**config.mk**
```make
export PLATFORM = sky130hd
export DESIGN_NAME = popcount_arbiter
export DESIGN_NICKNAME = d
export VERILOG_FILES = /design/src/rtl/popcount_arbiter.sv
export SDC_FILE = /design/constraint.sdc
export NUM_CORES = 1
export LEC_CHECK = 0
export CORE_MARGIN = 8
export CORE_UTILIZATION = 30
export CTS_CLUSTER_SIZE = 12
export DETAILED_ROUTE_END_ITERATION = 8
export GPL_TIMING_DRIVEN = 0
export PLACE_DENSITY = 0.68
export SLEW_MARGIN = 25
export SYNTH_ARGS = -nofsm -noshare
export SYNTH_HDL_FRONTEND = slang
export SYNTH_SLANG_ARGS = --single-unit
```
**constraint.sdc**
```tcl
create_clock -name clk -period 4.5 [get_ports clk]
set_input_delay 0.45 -clock clk [delete_from_list [all_inputs] [get_ports clk]]
set_output_delay 0.45 -clock clk [all_outputs]
set_load 0.02 [all_outputs]
```
**src/rtl/popcount_arbiter.sv**
```systemverilog
// Round-robin arbiter in front of a sliced popcount engine: one 32-bit word is
// accepted at a time, counted SLICE_W bits per cycle, and returned with its owner id.
module popcount_arbiter #(
  parameter int  NUM_REQ = 4,
  parameter int  SLICE_W = 8,
  localparam int ID_W    = (NUM_REQ > 1) ? $clog2(NUM_REQ) : 1
) (
  input  logic                 clk,
  input  logic                 counter_reset,
  input  logic [NUM_REQ-1:0]   req_valid,
  input  logic [32*NUM_REQ-1:0] req_data,
  output logic [NUM_REQ-1:0]   req_ready,
  output logic                 rsp_valid,
  input  logic                 rsp_ready,
  output logic [5:0]           rsp_count,
  output logic [ID_W-1:0]      rsp_id,
  output logic                 busy
);

  localparam int NSLICE   = 32 / SLICE_W;
  localparam int SLICE_IW = $clog2(NSLICE);

  typedef enum logic [1:0] {IDLE, COUNT, RESP} state_e;

  state_e              state_q, state_d;
  logic [ID_W-1:0]     rr_ptr_q, rr_ptr_d;
  logic [31:0]         data_q, data_d;
  logic [5:0]          acc_q, acc_d;
  logic [SLICE_IW-1:0] slice_q, slice_d;
  logic [ID_W-1:0]     owner_q, owner_d;
  logic [5:0]          rsp_count_q, rsp_count_d;
  logic [ID_W-1:0]     rsp_id_q, rsp_id_d;

  logic                grant_any;
  logic [ID_W-1:0]     grant_idx;
  logic                accept;
  logic [SLICE_W-1:0]  slice_bits;
  logic [5:0]          acc_sum;

  function automatic logic [5:0] pop_slice(input logic [SLICE_W-1:0] v);
    logic [5:0] c;
    c = '0;
    for (int b = 0; b < SLICE_W; b++) c = c + 6'(v[b]);
    return c;
  endfunction

  // First valid requester at or above rr_ptr, wrapping at NUM_REQ.
  always_comb begin
    // NOTE: every variable written here gets a default first, so no path can infer a latch.
    grant_any = 1'b0;
    grant_idx = '0;
    for (int off = 0; off < NUM_REQ; off++) begin
      if (!grant_any && req_valid[(int'(rr_ptr_q) + off) % NUM_REQ]) begin
        grant_any = 1'b1;
        grant_idx = ID_W'((int'(rr_ptr_q) + off) % NUM_REQ);
      end
    end
  end

  assign accept     = (state_q == IDLE) && grant_any && !counter_reset;
  assign req_ready  = accept ? (NUM_REQ'(1) << grant_idx) : '0;
  assign rsp_valid  = (state_q == RESP) && !counter_reset;
  assign busy       = (state_q != IDLE) && !counter_reset;
  assign rsp_count  = rsp_count_q;
  assign rsp_id     = rsp_id_q;

  assign slice_bits = data_q[int'(slice_q) * SLICE_W +: SLICE_W];
  assign acc_sum    = acc_q + pop_slice(slice_bits);

  always_comb begin
    state_d     = state_q;
    rr_ptr_d    = rr_ptr_q;
    data_d      = data_q;
    acc_d       = acc_q;
    slice_d     = slice_q;
    owner_d     = owner_q;
    rsp_count_d = rsp_count_q;
    rsp_id_d    = rsp_id_q;
    unique case (state_q)
      IDLE: begin
        if (accept) begin
          data_d   = req_data[int'(grant_idx) * 32 +: 32];
          owner_d  = grant_idx;
          acc_d    = '0;
          slice_d  = '0;
          rr_ptr_d = (grant_idx == ID_W'(NUM_REQ - 1)) ? '0 : grant_idx + ID_W'(1);
          state_d  = COUNT;
        end
      end
      COUNT: begin
        acc_d   = acc_sum;
        slice_d = slice_q + SLICE_IW'(1);
        // Results are published only on entry to RESP so they stay put while counting.
        if (slice_q == SLICE_IW'(NSLICE - 1)) begin
          rsp_count_d = acc_sum;
          rsp_id_d    = owner_q;
          state_d     = RESP;
        end
      end
      RESP: begin
        if (rsp_ready) state_d = IDLE;
      end
      default: state_d = IDLE;
    endcase
  end

  always_ff @(posedge clk) begin
    // NOTE: state registers use non-blocking assignments so every flop samples pre-edge values.
    if (counter_reset) begin
      state_q     <= IDLE;
      rr_ptr_q    <= '0;
      data_q      <= '0;
      acc_q       <= '0;
      slice_q     <= '0;
      owner_q     <= '0;
      rsp_count_q <= '0;
      rsp_id_q    <= '0;
    end else begin
      state_q     <= state_d;
      rr_ptr_q    <= rr_ptr_d;
      data_q      <= data_d;
      acc_q       <= acc_d;
      slice_q     <= slice_d;
      owner_q     <= owner_d;
      rsp_count_q <= rsp_count_d;
      rsp_id_q    <= rsp_id_d;
    end
  end

endmodule
```
==> results of run 1 <==
[synthesized netlist by cell type, types with 2 or more instances]
| cell type | count | area share [%] |
|---|---|---|
| dfxtp_1 | 54 | 28 |
| mux2i_1 | 33 | 8.5 |
| ha_1 | 11 | 3.5 |
| and3_2 | 4 | 0.77 |
| a211o_1 | 32 | 7.2 |
| nand2_1 | 55 | 5.3 |
| a21oi_1 | 17 | 2.2 |
| and3_1 | 2 | 0.32 |
| mux4_2 | 8 | 4.6 |
| o211ai_1 | 3 | 0.58 |
| a211oi_1 | 3 | 0.58 |
| fa_1 | 5 | 2.6 |
| buf_2 | 10 | 1.3 |
| clkbuf_8 | 4 | 1.4 |
| o211ai_2 | 28 | 9.0 |
| nand2b_1 | 3 | 0.48 |
| xnor2_1 | 2 | 0.45 |
| clkbuf_1 | 14 | 1.4 |
| inv_1 | 14 | 1.4 |
| nand3_1 | 40 | 5.2 |
| o311ai_0 | 3 | 0.68 |
| o21ai_0 | 32 | 4.1 |
| nor3_1 | 2 | 0.26 |
| nor2_1 | 13 | 1.3 |
| buf_4 | 2 | 0.39 |
| nor2b_1 | 4 | 0.65 |
| buf_6 | 6 | 1.7 |
| or4_1 | 2 | 0.39 |
[report_power, final]
group / internal (mW) / total (mW) / switching (mW)
sequential: 0.545 / 0.591 / 0.0456
combinational: 0.385 / 0.789 / 0.405
clock: 0.267 / 0.456 / 0.189
[layout make-up]
class	count	area share [%]
Multi-Input combinational cell	322	43.1
Timing Repair Buffer	147	25.6
Sequential cell	54	18.8
Buffer	39	4.66
Tap cell	172	3.75
Clock buffer	5	2.18
Inverter	15	1.02
Clock inverter	3	0.850
[worst reg2reg max path, stage by stage, from the launching register on]
cell and delay, ns:
dfxtp_1 0.32, buf_4 0.19, mux4_2 0.34, inv_1 0.05
fa_1 0.51, inv_1 0.06, fa_1 0.53, inv_1 0.06
fa_1 0.53, inv_1 0.06, fa_1 0.45, inv_1 0.09
fa_1 0.21, nor2b_1 0.06, o21a_1 0.17, or3_1 0.33
nand3_1 0.10, a21oi_1 0.06
[per-stage QoR]
stage | cell area [µm²] | hold slack [ns]
detailed placement | 5570 | 0.450
finish | 5740 | 0.395
floorplan | 3880 | 0.431
CTS | 5740 | 0.390
global placement | 5570 | 0.444
global route | 5740 | 0.405
[sequential cells by signal, summed over array words and instances (netlist names)]
name,count
rsp_count,6
rr_ptr_q,2
slice_q,2
data_q,32
state_q,2
owner_q,2
acc_q,6
rsp_id,2
[cells in the final DEF, fill, tap and decap left out, drive strengths merged, types with 2 or more instances in the layout]
cell / count
fa: 5
nor2b: 4
o211ai: 31
xnor2: 2
ha: 11
a211o: 32
and2: 3
o21ai: 33
clkbuf: 25
buf: 19
nand2: 55
mux2i: 33
nand3: 40
inv: 16
or4: 2
a21oi: 17
nor2: 15
and3: 6
clkdlybuf4s50: 147
nand2b: 3
o311ai: 3
dfxtp: 54
nor3: 2
a211oi: 4
mux4: 8
[cells by family (layout without fill, tap and decap cells)]
group           count (synthesis)  after routing
flops                          54             54
xor+xnor                        3              3
compound gates                126            126
mux                            42             42
fa+ha+maj                      16             16
buf+inv                        54            209
simple gates                  135            135
[routing by layer]
metal  track usage [%]  up-vias
li1                  -     1883
met4              3.83        0
met1              16.7     1814
met3              4.57       14
met2              29.3      130
met5                 0        -
[worst paths after layout]
| kind | cells past startpoint | slack (ns) | end | startpoint |
|---|---|---|---|---|
| min | 2 | 0.39 | rr_ptr_q[1] | counter_reset |
| max reg2reg | 17 | 0.25 | rsp_count[4] | slice_q[0] |
| min reg2reg | 2 | 0.46 | rsp_count[3] | rsp_count[3] |
| max | 17 | 0.25 | rsp_count[4] | slice_q[0] |
[what timing repair did]
item / CTS / global route
setup endpoints to repair: 0 / 4
resized for setup: 0 / 3
endpoints found under the hold margin: 0 / 0
hold buffers: 0 / 0
==> results.cfg, run 1 <==
[run_status]
outcome = completed

[power_and_ir_drop]
power.total_mw = 1.84
powerDensity_nw_per_um2 = 320
ir_drop_v = 0.000178
power_leakage_nw = 2.22

[global_routing]
grt_overflow_total = 0
grt_pass1_vias = 4188
grt_pass1_wl_mm = 20.8
grt_max_degree = 19
grt_use_total_pct = 15.6
antenna_found_initial = 0

[clock_tree]
cts_max_path_buffers = 2
clock_sinks = 54
post_cts_buffers = 0
clk_pin_slew_ns = 0.08
ctsRootBufferMaster = clkbuf_16
cts-htree-levels = 2
clkLatencyLatePin_ns = 0.30
cts_inserted_buffers = 5
cts_tree = done

[timing]
worst_slack_ns = 0.247
hold_violations = 0
rsz0062_at_grt = false
tightest_slew_ns = 0.568
fmax_ghz = 0.235
post-route-period-util_pct = 94.5
tns_ns = 0
report.final.slew_viol_count = 0
relSlewSlack_pct = 61.8
clock_skew_ns = 0.0101
finalSetupViolCount = 0
fin_crit_ns = 4.25

[detailed_routing]
ant_nets = 0
top_layer = met4
met3_length_um = 844
drc = 0
drt-initial-drc-count = 215
drt-total-wl_mm = 13.2
vias = 3841
wl_per_cell_um = 17.5
drtPass1Iterations = 4
wl_met1_mm = 5.21
viasPerCell = 5.07
met2WireLength_mm = 7.01

[place]
port_buffers = 147
dp_hpwl_mm = 11.0
dp_slack_ns = 0.0964
numPlacedInstances = 749
gp_congestion = 0.805

[worst_setup_path]
critPathSlowestCell = fa_1
crit_path_max_incr_delay_ns = 0.53
setup.worst_path.end_class = flip-flop
critPathLaunchType = flip-flop
cp_cell_sequence = buf_4 -> mux4_2 -> inv_1 -> fa_1 -> inv_1 -> fa_1 -> inv_1 -> fa_1 -> inv_1 -> fa_1 -> inv_1 -> fa_1 -> nor2b_1 -> o21a_1 -> or3_1 -> nand3_1 -> a21oi_1
path_delay_family = adder cells
cp.arrival_ns = 4.41
path_buf_inv = 6
worstSetupPathType = reg2reg
cp.required_ns = 4.66
cp_max_fo = 10

[floorplan]
core_um2 = 12600
rows = 41
die_h_um = 130
die_x_um = 130
ios = 149
start_util_pct = 30.7
die_area_um2 = 16800

[synthesis]
synth_xor_area_share_pct = 0.677
synth_fp_nets = 581
synth_top_family_by_area = compound AO/OA/AOI/OAI gates
synthFlopType = dfxtp_1
avgSynthCellArea_um2 = 9.02
synthesis.area_um2 = 3880
synth_cell_types = 52
synth.area.mux_share_pct = 13.5
ys_ff_latch = 54
async_flop_share_pct = 0
ys_seq_area_share_pct = 27.9
ys_warn_count = 0
synth_edf_count = 0
syn_inst = 430
synth_compound_area_share_pct = 26.4
yosys.area_share.simple_pct = 17.2
synthAdderAreaFrac_pct = 6.13

[final_layout]
multi_input_area_um2 = 2470
drive_gt1_share_pct = 14.2
regArea_um2 = 1080
num_antenna_cells = 0
final_cells = 757
fin_util_pct = 45.5
fin_nets = 735
nFillCells = 1261
areaGrowthSynthToFinish_pct = 48.1

[run]
drv_cap = 0

[hold_path]
hold_path_class = in2reg
Note: power is estimated with default switching activity, not from simulation.
==> run 2, diff against run 1 <==
PLACE_DENSITY = 0.65   (was 0.68)
==> run 2 against run 1 <==
Against the previous run:
- cell area is 0.13% lower
- non-clock buffer count stayed put
- first-iteration DRC count is 13% higher
- register-to-register slack better by 0.02 ns
- wire length is 2.5% lower
- power is 1.1% lower
- clock-buffer cell count is 1 higher
- flip-flop and latch count stayed put
- sequential share of layout area hardly changed
- critical path depth stayed put
- die area stayed put
- sequential power hardly changed
- critical path type unchanged
- highest routed layer unchanged
==> results.cfg, run 2 (synthesis results as in run 1) <==
[worst_setup_path]
path_delay_family = adder cells
critPathSlowestCell = fa_1
crit_path_max_incr_delay_ns = 0.55
reg2reg_from = slice_q[0]
r2r_cells = 17
ff2ff_setup_slack_ns = 0.27
crit_start = slice_q[0]
r2r_end = rsp_count[4]
path_buf_inv = 6
cp.required_ns = 4.66
cp_max_fo = 10
worstSetupPathType = reg2reg
setup.worst_path.end_class = flip-flop
cp.arrival_ns = 4.39
worstSetupEndpoint = rsp_count[4]
worstSetupPathDepth = 17
cp_cell_sequence = buf_4 -> mux4_2 -> inv_1 -> fa_1 -> inv_1 -> fa_1 -> inv_1 -> fa_1 -> inv_1 -> fa_1 -> inv_1 -> fa_1 -> nor2b_1 -> o21a_1 -> or3_1 -> nand3_1 -> a21oi_1
critPathLaunchType = flip-flop

[final_layout]
fin_nets = 735
regMostFlops = data_q
final_cell_mix = clkdlybuf4s50_1, nand2_1, dfxtp_1
drive_gt1_share_pct = 14.0
largest_reg_flops = 32
final_common_cell = clkdlybuf4s50_1
areaGrowthSynthToFinish_pct = 47.9
num_antenna_cells = 0
fin_area_um2 = 5740

[timing]
hold_violations = 0
clock_skew_ns = 0.00736
report.final.slew_viol_count = 0
fin_crit_ns = 4.23
tns_ns = 0
finalSetupViolCount = 0
tightest_slew_ns = 0.561
post-route-period-util_pct = 94.1
rsz0062_at_grt = false
fmax_ghz = 0.236
worst_slack_ns = 0.267
relSlewSlack_pct = 62.3

[power_and_ir_drop]
ir_drop_v = 0.000180
power.total_mw = 1.82
powerDensity_nw_per_um2 = 317
power_leakage_nw = 2.22

[place]
place_area_um2 = 5570
port_buffers = 147
dp_slack_ns = 0.102
dp_hpwl_mm = 10.8
gp_congestion = 0.824

[detailed_routing]
ant_nets = 0
drtPass1Iterations = 4
drc = 0
vias = 3807
drt-total-wl_mm = 12.9
wl_per_cell_um = 17.1
viasPerCell = 5.03
drt-initial-drc-count = 244

[clock_tree]
clkLatencyLatePin_ns = 0.29
cts_max_path_buffers = 2
clk_pin_slew_ns = 0.07
cts_inserted_buffers = 5
cts_tree = done
cts-htree-levels = 2
post_cts_buffers = 0
ctsRootBufferMaster = clkbuf_16
clock_sinks = 54

[floorplan]
die_x_um = 130
core_um2 = 12600
ios = 149
rows = 41
die_area_um2 = 16800
start_util_pct = 30.7
die_h_um = 130

[global_routing]
grt_max_degree = 17
grt_overflow_total = 0
antenna_found_initial = 0
grt_pass1_wl_mm = 20.4
grt_use_total_pct = 15.2
grt_pass1_vias = 4166

[run]
drv_cap = 0

[hold_path]
hold_path_class = in2reg

[run_status]
outcome = completed
run 2: metal layers:
layer	share of wire (%)	global-route usage, %
met5	0	0
met4	1.8	3.89
met3	6.1	4.45
met2	52	28.1
met1	40	16.6
run 2: report_power, final:
group	internal, mW	leakage (nW)	switching (mW)	total (mW)
Sequential	0.545	0.443	0.0443	0.589
Clock	0.263	0.0771	0.176	0.439
Combinational	0.385	1.70	0.403	0.788
run 2: worst min path at each step:
stage | start | end | slack, ns | depth (start not counted)
final | counter_reset | rsp_count[1] | 0.41 | 2
after global routing | counter_reset | rsp_count[1] | 0.42 | 2
after CTS | counter_reset | rr_ptr_q[1] | 0.40 | 2
after detailed placement | rsp_count[0] | rsp_count[0] | 0.45 | 2
after global placement | owner_q[0] | rsp_id[0] | 0.44 | 2
after floorplan | owner_q[1] | rsp_id[1] | 0.43 | 2
run 2: final cells by class:
type / instances / area (µm²)
sequential: 54 / 1080
buffer: 39 / 268
inverter: 15 / 58.8
tap: 172 / 215
clock inverter: 2 / 37.5
timing repair buffer: 147 / 1470
multi-input combinational: 322 / 2470
clock buffer: 6 / 129
fill: 1255 / 6880
run 2: worst register-to-register path: cells and delay by family (launching register included):
kind                     cells  cell delay, ns
adder cells (fa/ha/maj)      5            2.23
buffers and inverters        6            0.49
AND/OR/NAND/NOR              3            0.48
multiplexers                 1            0.34
flip-flops                   1            0.32
AO/OA/AOI/OAI                2            0.23
run 2: repair_timing:
item	in CTS	in global routing
setup endpoints to repair	0	4
gates resized for setup	0	3
hold buffers	0	0
run 2: metrics by stage:
step	hold WS, ns	instances	util, %
floorplan	0.431	430	-
global placement	0.444	749	44.1
detailed placement	0.448	749	44.1
CTS	0.404	757	45.4
global route	0.416	757	45.4
finish	0.406	757	45.4
